### src/rtl/tick_scheduler.sv
// Prescaled base tick feeding four programmable-period channels. Configuration is
// written to shadow registers and becomes active on a tick boundary or a SYNC restart.
module tick_scheduler #(
  parameter int unsigned CLK_FREQ = 12_000_000,
  parameter int unsigned TICK_HZ  = 1000
) (
  input  logic        clk,
  input  logic        rst,
  input  logic        cfg_valid,
  output logic        cfg_ready,
  input  logic [2:0]  cfg_addr,
  input  logic [15:0] cfg_data,
  output logic        cfg_err,
  output logic        base_tick,
  output logic [3:0]  ch_pulse,
  output logic [3:0]  ch_clk,
  output logic        pending,
  output logic        running
);
  localparam int unsigned   PRESCALE = CLK_FREQ / TICK_HZ;
  localparam int unsigned   PW       = $clog2(PRESCALE);
  localparam logic [PW-1:0] PRE_LAST = PW'(PRESCALE - 1);

  typedef enum logic [1:0] {S_IDLE, S_RUN, S_SYNC} state_t;

  state_t        r_state;
  state_t        w_next;

  logic [PW-1:0] r_pre;
  logic          r_base_tick;
  logic [3:0]    r_pulse;
  logic [3:0]    r_clk;
  logic [15:0]   r_cnt  [4];
  logic [15:0]   r_sh_p [4];
  logic [15:0]   r_ac_p [4];
  logic [3:0]    r_sh_m;
  logic [3:0]    r_ac_m;
  logic          r_pending;
  logic          r_err;

  logic          w_acc;
  logic          w_wr_shadow;
  logic          w_cmd;
  logic          w_bad;
  logic          w_tick;
  logic          w_stop;
  logic          w_clear;
  logic          w_apply;
  logic [15:0]   w_eff_p [4];
  logic [3:0]    w_eff_m;
  logic [3:0]    w_ch_act;
  logic [3:0]    w_wrap;

  assign w_acc       = cfg_valid && (r_state != S_SYNC);
  assign w_wr_shadow = w_acc && (cfg_addr <= 3'd4);
  assign w_cmd       = w_acc && (cfg_addr == 3'd5);
  assign w_bad       = w_acc && (cfg_addr[2:1] == 2'b11);
  assign w_tick      = (r_state == S_RUN) && (r_pre == PRE_LAST);
  assign w_stop      = (r_state == S_RUN) && w_cmd && !cfg_data[0];
  assign w_clear     = (r_state != S_RUN) || w_stop;
  assign w_apply     = (r_state == S_SYNC) || (w_tick && r_pending);

  always_ff @(posedge clk or negedge rst) begin
    if (!rst) r_state <= S_IDLE;
    else      r_state <= w_next;
  end

  always_comb begin
    w_next    = r_state;
    cfg_ready = (r_state != S_SYNC);
    running   = (r_state != S_IDLE);
    unique case (r_state)
      S_IDLE: if (w_cmd && cfg_data[0]) w_next = S_RUN;
      S_RUN: begin
        if (w_cmd) begin
          if (!cfg_data[0])     w_next = S_IDLE;
          else if (cfg_data[1]) w_next = S_SYNC;
        end
      end
      S_SYNC:  w_next = S_RUN;
      default: w_next = S_IDLE;
    endcase
  end

  // A pending apply is evaluated with the shadow values so the wrap on that tick
  // already sees the new period and enable mask.
  always_comb begin
    w_eff_p  = '{default: '0};
    w_eff_m  = r_pending ? r_sh_m : r_ac_m;
    w_ch_act = '0;
    w_wrap   = '0;
    for (int unsigned i = 0; i < 4; i++) begin
      w_eff_p[i]  = r_pending ? r_sh_p[i] : r_ac_p[i];
      w_ch_act[i] = w_eff_m[i] && (w_eff_p[i] != '0);
      w_wrap[i]   = r_cnt[i] >= (w_eff_p[i] - 16'd1);
    end
  end

  always_ff @(posedge clk or negedge rst) begin
    if (!rst) begin
      r_sh_p <= '{default: '0};
      r_sh_m <= '0;
    end else if (w_wr_shadow) begin
      if (cfg_addr == 3'd4) r_sh_m                 <= cfg_data[3:0];
      else                  r_sh_p[cfg_addr[1:0]] <= cfg_data;
    end
  end

  // In IDLE the active set simply tracks the shadow one cycle behind.
  always_ff @(posedge clk or negedge rst) begin
    if (!rst) begin
      r_ac_p <= '{default: '0};
      r_ac_m <= '0;
    end else if ((r_state == S_IDLE) || w_apply) begin
      r_ac_p <= r_sh_p;
      r_ac_m <= r_sh_m;
    end
  end

  always_ff @(posedge clk or negedge rst) begin
    if (!rst)             r_pending <= 1'b0;
    else if (w_clear)     r_pending <= 1'b0;
    else if (w_wr_shadow) r_pending <= 1'b1;
    else if (w_tick)      r_pending <= 1'b0;
  end

  always_ff @(posedge clk or negedge rst) begin
    if (!rst) r_err <= 1'b0;
    else      r_err <= w_bad;
  end

  always_ff @(posedge clk or negedge rst) begin
    if (!rst) begin
      r_pre       <= '0;
      r_base_tick <= 1'b0;
      r_cnt       <= '{default: '0};
      r_pulse     <= '0;
      r_clk       <= '0;
    end else if (w_clear) begin
      r_pre       <= '0;
      r_base_tick <= 1'b0;
      r_cnt       <= '{default: '0};
      r_pulse     <= '0;
      r_clk       <= '0;
    end else begin
      r_base_tick <= w_tick;
      r_pre       <= w_tick ? '0 : r_pre + 1'b1;
      r_pulse     <= '0;
      if (w_tick) begin
        for (int unsigned i = 0; i < 4; i++) begin
          if (!w_ch_act[i]) begin
            r_cnt[i] <= '0;
            r_clk[i] <= 1'b0;
          end else if (w_wrap[i]) begin
            r_cnt[i]   <= '0;
            r_pulse[i] <= 1'b1;
            r_clk[i]   <= ~r_clk[i];
          end else begin
            r_cnt[i] <= r_cnt[i] + 16'd1;
          end
        end
      end
    end
  end

  assign base_tick = r_base_tick;
  assign ch_pulse  = r_pulse;
  assign ch_clk    = r_clk;
  assign pending   = r_pending;
  assign cfg_err   = r_err;

endmodule

### config.mk
export PLATFORM = sky130hd
export DESIGN_NAME = tick_scheduler
export DESIGN_NICKNAME = d
export VERILOG_FILES = /design/src/rtl/tick_scheduler.sv
export SDC_FILE = /design/constraint.sdc
export NUM_CORES = 1
export LEC_CHECK = 0
export CORE_UTILIZATION = 35
export CTS_CLUSTER_SIZE = 8
export DETAILED_ROUTE_END_ITERATION = 12
export HOLD_SLACK_MARGIN = 0.02
export SLEW_MARGIN = 0
export SYNTH_ARGS = -nofsm -noshare
export SYNTH_HDL_FRONTEND = slang
export SYNTH_SLANG_ARGS = --single-unit
export TNS_END_PERCENT = 10
### constraint.sdc
create_clock -name clk -period 10.6 [get_ports clk]
set_input_delay 2.12 -clock clk [delete_from_list [all_inputs] [get_ports clk]]
set_output_delay 2.12 -clock clk [all_outputs]
set_load 0.02 [all_outputs]
==> impl_metrics.toml, run 1 <==
[outcome]
status = "complete, no violations"

[worst_hold_path]
timing.hold.worst.class = "register to register"

[route]
detailedRoute.firstPassIterationCount = 4
route.antenna.remaining_nets = 0
first_iter_violations = 595
post_drt_via_cell_ratio = 5.45
drcViolationCount = 0
dr_total_vias = 10300
total_detailed_routing_wirelength_um = 32100
wire_per_inst_um = 17.0

[timing]
report.final.setup_viol = 0
tns_ns = 0
relSlewSlack = 0.162
worstMarginPinSlew_ns = 1.25
clock-skew-final_ns = 0.0221
hold_viol_final = 0
rsz0062_at_grt = "no"
maxClockFrequency_mhz = 196
final.setup.worst_slack_ns = 5.50
finalMaxSlewViolations = 0
fin_crit_ns = 5.10
final_min_period_over_clock_period = 0.481

[logic_synthesis]
synth_seq_area_share = 0.416
synth.most_common_cell = "sky130_fd_sc_hd__dfrtp_1"
synth_commonest_cells = "sky130_fd_sc_hd__dfrtp_1, sky130_fd_sc_hd__mux2_2, sky130_fd_sc_hd__nor2_1"
top_area_cell_type_share_of_the_netlist_area = 0.416
ys_top_cells_by_area = "sky130_fd_sc_hd__dfrtp_1, sky130_fd_sc_hd__mux2_2, sky130_fd_sc_hd__ha_1, sky130_fd_sc_hd__mux2i_1, sky130_fd_sc_hd__xor2_1"
yosysTopAreaCell = "sky130_fd_sc_hd__dfrtp_1"
synth_ff_type = "sky130_fd_sc_hd__dfrtp_1"
synthArstFlopShare = 1.00
synthesis.area_sq_um = 13700
ys_seq_elements = 227
synth_cell_type_count = 71
synthesized_net_count = 1436
synth-warning-count = 0
synth_enable_flop_cells = 0
syn-instance-count = 1341
post_synth.cell_area_avg_sq_um = 10.2

[clock_network]
htree_num_levels = 2
ctsResizeCount = 0
ctsRootBufferMaster = "sky130_fd_sc_hd__clkbuf_16"
ctsLongestPathBuffers = 3
clk_pin_slew_worst_paths_ns = 0.05
cts_buf_count = 34
cts.hold.buffers_added = 0
worst_skew_pair_later_pin_latency_ns = 0.51
post-cts-setup-buffer-count = 0
clock_sink_count = 227
tritoncts = "yes"

[pwr]
static-leakage-power_nw = 6.41
power.density_nw_per_um2 = 220
peak_supply_drop_v = 0.000128

[finish]
drive_gt1_frac = 0.161
syn_to_final_growth_pct = 13.1
final_cell_utilization_of_the_core = 0.406
layout.nets = 1466
count_of_inserted_antenna_diode_cells = 0
design_area_sq_um = 15400

[global_routing]
grt_first_pass_wirelength_um = 53400
grt_antenna_before_repair = 0
track_usage = 0.167
grt_remaining_overflow = 0
grt_start_max_net_pins = 107
vias_in_the_first_global_route = 10200

[floorplan]
start_util = 0.359
num_rows = 71
die_w_um = 199
ios = 35
die_area_sq_um = 39800
die_height_um = 199
design.core.area_sq_um = 38000

[place]
dpl_cell_area_sq_um = 14500
place_ws_ns = 5.52
place_congestion = 0.779
detailed_place_hpwl_um = 22300
place.port_buffers = 34

[worst_setup_path]
max_stage_delay_ns = 0.58
arrival_ns = 5.52
timing.setup.critical_path_class = "register to register"
setup.worst_path.end_class = "register"
worst-path-max-fanout = 51
crit_path_cell_trace = "buf_4 -> mux2i_1 -> ha_1 -> o211ai_1 -> or2_2 -> nor2_1 -> o21ai_0 -> xnor2_1 -> ha_1 -> nand2_1 -> nor2_1 -> a211oi_1 -> o21ai_1 -> nor2_1 -> nand2_1 -> o31ai_1"
critical_path.startpoint_type = "register"
crit_path_top_delay_cell = "sky130_fd_sc_hd__buf_4"
cpMostUsedCell = "sky130_fd_sc_hd__nor2_1"
critical_path_required_ns = 11.02

[flow_run]
cap_viol_max_count = 0
[path summary, 6_finish.rpt]
kind / depth (start not counted) / from / end / slack (ns)
min in group asynchronous: 1 / rst / r_pre[11] / 1.66
max in group asynchronous: 2 / rst / r_ac_p[60] / 7.54
worst min register to register: 1 / ch_clk[0] / ch_clk[0] / 0.50
worst max register to register: 16 / pending / r_cnt[19] / 5.50
worst max-delay path: 16 / pending / r_cnt[19] / 5.50
worst min-delay path: 1 / ch_clk[0] / ch_clk[0] / 0.50
[metal layers]
layer	vias to the layer above	wire length, um	track usage
li1	4964	-	-
met4	0	791	0.0509
met1	5073	15600	0.237
met3	53	1270	0.0219
met5	-	0	0
met2	200	14400	0.265
[layout by cell type, fill, tap and decap left out, drive strengths merged, types with 21 or more instances in the layout]
cell	count
dfrtp	227
mux2	142
nor2	109
o21ai	84
nand2	78
ha	73
a21oi	59
mux2i	57
nor3	57
xor2	52
nand3	47
clkbuf	38
xnor2	34
clkdlybuf4s50	33
nor4	31
inv	25
nor3b	21
[cell type report]
cell class / count / area (sq um)
Tap cell: 511 / 639
Clock inverter: 3 / 37.5
Clock buffer: 38 / 887
Inverter: 26 / 97.6
Sequential cell: 227 / 5680
Multi-Input combinational cell: 1035 / 7660
Timing Repair Buffer: 47 / 443
Fill cell: 3760 / 22600
[worst max-delay path, delay by kind of cell, from the launching register on]
family / cells / cell delay [ns]
adder cells (fa/ha/maj): 2 / 0.50
AND/OR/NAND/NOR: 6 / 1.63
buffers and inverters: 1 / 0.58
flip-flops: 1 / 0.57
multiplexers: 1 / 0.34
XOR/XNOR: 1 / 0.19
AO/OA/AOI/OAI: 5 / 1.15
[per-stage QoR]
step	hold WS [ns]	power, W	instances
6_report	0.500	0.00339	1887
5_1_grt	0.529	0.00365	1887
4_1_cts	0.505	0.00344	1887
3_5_place_dp	0.495	0.00245	1846
3_3_place_gp	0.485	0.00241	1846
2_1_floorplan	0.455	0.00214	1341
[cell families (layout without fill, tap and decap cells)]
kind of cell               after synthesis  in the layout  synth area share
AOI/OAI and AO/OA                      227            227             0.104
DFF                                    227            227             0.416
buffers and inverters                   79            114            0.0258
muxes                                  199            199             0.159
adders and majority gates               73             73            0.0669
xor gates and xnor gates                86             86            0.0552
and+or+nand+nor                        450            450             0.173
[flip-flops by register name (all words and copies together), names as in the netlist]
signal	cells
r_cnt	64
cfg_err	1
r_ac_m	4
r_state	2
base_tick	1
ch_pulse	4
r_pre	14
r_sh_m	4
pending	1
r_ac_p	64
r_sh_p	64
ch_clk	4
[power by group]
group / internal, W / switching, W
sequential: 0.00106 / 0.000215
clock: 0.000586 / 0.000378
combinational: 0.000536 / 0.000619
total: 0.00218 / 0.00121
Note: power is estimated with default switching activity, not from simulation.
==> run 2: changes to the inputs <==
==> constraint.sdc (replaced) <==
create_clock -name clk -period 5.32 [get_ports clk]
set_input_delay 1.064 -clock clk [delete_from_list [all_inputs] [get_ports clk]]
set_output_delay 1.064 -clock clk [all_outputs]
set_load 0.02 [all_outputs]
==> run 2 against run 1 <==
  * Global-route usage is essentially flat
  * Combinational power grew 100%
  * Non-clock buffer count grew 7
  * Count of clock-buffer cells in the layout grew 1
  * Clock skew grew 0.010 ns
  * Cell count grew 0.48%
  * Critical path type unchanged
  * Highest routed layer unchanged
==> impl_metrics.toml, run 2 (synthesis gave the netlist of run 1 again) <==
[outcome]
status = "complete, no violations"

[global_routing]
grt_start_max_net_pins = 102
grt_remaining_overflow = 0
vias_in_the_first_global_route = 10200
grt_antenna_before_repair = 0
track_usage = 0.168
grt_first_pass_wirelength_um = 53500

[route]
detailedRoute.firstPassIterationCount = 5
post_drt_via_cell_ratio = 5.39
total_detailed_routing_wirelength_um = 32400
wire_per_inst_um = 17.1
dr_total_vias = 10200
drcViolationCount = 0
route.antenna.remaining_nets = 0
first_iter_violations = 633

[timing]
maxClockFrequency_mhz = 210
worstMarginPinSlew_ns = 1.01
clock-skew-final_ns = 0.0324
report.final.setup_viol = 0
rsz0062_at_grt = "no"
relSlewSlack = 0.323
final_min_period_over_clock_period = 0.894
hold_viol_final = 0
fin_crit_ns = 4.75
tns_ns = 0
finalMaxSlewViolations = 0
hold_ws_ns = 0.498

[worst_setup_path]
setup.worst_path.end_class = "register"
critical_path.startpoint_type = "register"
arrival_ns = 5.17
worst_r2r_startpoint = "pending"
worst-path-max-fanout = 29
critical_path_required_ns = 5.74
regToRegEndpoint = "r_cnt[12]"
reg2reg_slack_ns = 0.57
timing.setup.critical_path_class = "register to register"
rr_worst_depth = 17

[worst_hold_path]
hold_path_startpoint = "r_pre[0]"
holdPathStages = 1
holdPathEnd = "r_pre[0]"
timing.hold.worst.class = "register to register"

[clock_network]
tritoncts = "yes"
clock_sink_count = 227
worst_skew_pair_later_pin_latency_ns = 0.53
cts_buf_count = 34
cts.hold.buffers_added = 0
ctsResizeCount = 0
post-cts-setup-buffer-count = 0
htree_num_levels = 2
ctsRootBufferMaster = "sky130_fd_sc_hd__clkbuf_16"
ctsLongestPathBuffers = 3
clk_pin_slew_worst_paths_ns = 0.05

[finish]
design_area_sq_um = 15500
layout.nets = 1473
largest_registers = "r_ac_p: 64 flops, r_cnt: 64 flops, r_sh_p: 64 flops"
final_cell_utilization_of_the_core = 0.408
seq_area_sq_um = 5680
multi_input_gate_area_in_the_final_layout_sq_um = 7660
syn_to_final_growth_pct = 13.6
drive_gt1_frac = 0.165
layout.filler_cells = 3726
layout.cells.most_common_list = "sky130_fd_sc_hd__dfrtp_1, sky130_fd_sc_hd__mux2_2, sky130_fd_sc_hd__nor2_1"
final_common_cell = "sky130_fd_sc_hd__dfrtp_1"

[place]
dpl_cell_area_sq_um = 14600
detailed_place_hpwl_um = 22700
place.port_buffers = 34
place_congestion = 0.798

[pwr]
static-leakage-power_nw = 6.44
peak_supply_drop_v = 0.000194
power.density_nw_per_um2 = 439
total_power_w = 0.00680

[floorplan]
design.core.area_sq_um = 38000
ios = 35
die_area_sq_um = 39800
start_util = 0.359
die_height_um = 199
num_rows = 71
die_w_um = 199

[flow_run]
cap_viol_max_count = 0
[run 2: cell count changes in the layout (fill, tap and decap cells not counted)]
cell                        change
sky130_fd_sc_hd__clkbuf_1       +1
sky130_fd_sc_hd__clkinv_2       -1
sky130_fd_sc_hd__clkbuf_8       +1
sky130_fd_sc_hd__buf_12         +1
sky130_fd_sc_hd__inv_6          +2
sky130_fd_sc_hd__buf_4          +6
sky130_fd_sc_hd__nor2_1         -1
sky130_fd_sc_hd__diode_2        +1
sky130_fd_sc_hd__nor2_2         +1
sky130_fd_sc_hd__clkinv_8       -1
sky130_fd_sc_hd__clkbuf_16      -1
[run 2: how the worst max path moves through the flow]
stage | startpoint | cells after the start | end | slack [ns]
after floorplan | pending | 26 | r_cnt[14] | 0.02
after global placement | pending | 17 | r_cnt[15] | 0.72
after detailed placement | pending | 17 | r_cnt[4] | 0.58
after CTS | pending | 17 | r_cnt[4] | 0.56
after global routing | pending | 17 | r_cnt[4] | 0.1
final | pending | 17 | r_cnt[12] | 0.57
[run 2: worst max-delay path: stages (launching register included)]
cell and delay [ns]:
sky130_fd_sc_hd__dfrtp_4 0.71, sky130_fd_sc_hd__buf_4 0.40, sky130_fd_sc_hd__nor3b_1 0.32, sky130_fd_sc_hd__o221ai_1 0.19, sky130_fd_sc_hd__nor3_1 0.35, sky130_fd_sc_hd__nand2_1 0.13, sky130_fd_sc_hd__nor2_1 0.14, sky130_fd_sc_hd__xor2_1 0.16
sky130_fd_sc_hd__mux2i_1 0.09, sky130_fd_sc_hd__ha_1 0.30, sky130_fd_sc_hd__a21o_1 0.19, sky130_fd_sc_hd__a21o_1 0.17, sky130_fd_sc_hd__a221o_1 0.28, sky130_fd_sc_hd__a31o_2 0.23, sky130_fd_sc_hd__nor2_2 0.07, sky130_fd_sc_hd__buf_4 0.23
sky130_fd_sc_hd__nand3_1 0.36, sky130_fd_sc_hd__o21ai_0 0.30
[run 2: area by class of cell]
class,instances,area share
multi-input combinational,1035,0.494
sequential,227,0.367
clock buffer,39,0.0567
tap,511,0.0412
timing repair buffer,54,0.0328
inverter,26,0.00629
clock inverter,3,0.00218
antenna,1,0.000161
[run 2: metal layers]
metal	wire, um	GRT usage
met2	14700	0.270
met3	1250	0.0273
met1	15800	0.230
met5	0	0
met4	662	0.0509
[run 2: power by group]
| part | total (W) | switching [W] | internal, W |
|---|---|---|---|
| Sequential | 0.00256 | 0.000448 | 0.00211 |
| Combinational | 0.00232 | 0.00124 | 0.00108 |
| Clock | 0.00192 | 0.000766 | 0.00116 |
| Total | 0.00680 | 0.00245 | 0.00435 |
[run 2: metrics by stage]
step                      cells  setup slack [ns]
final                      1896             0.566
after global routing       1895            0.0950
after CTS                  1895             0.556
after detailed placement   1853             0.577
after global placement     1853             0.721
after floorplan            1341            0.0164
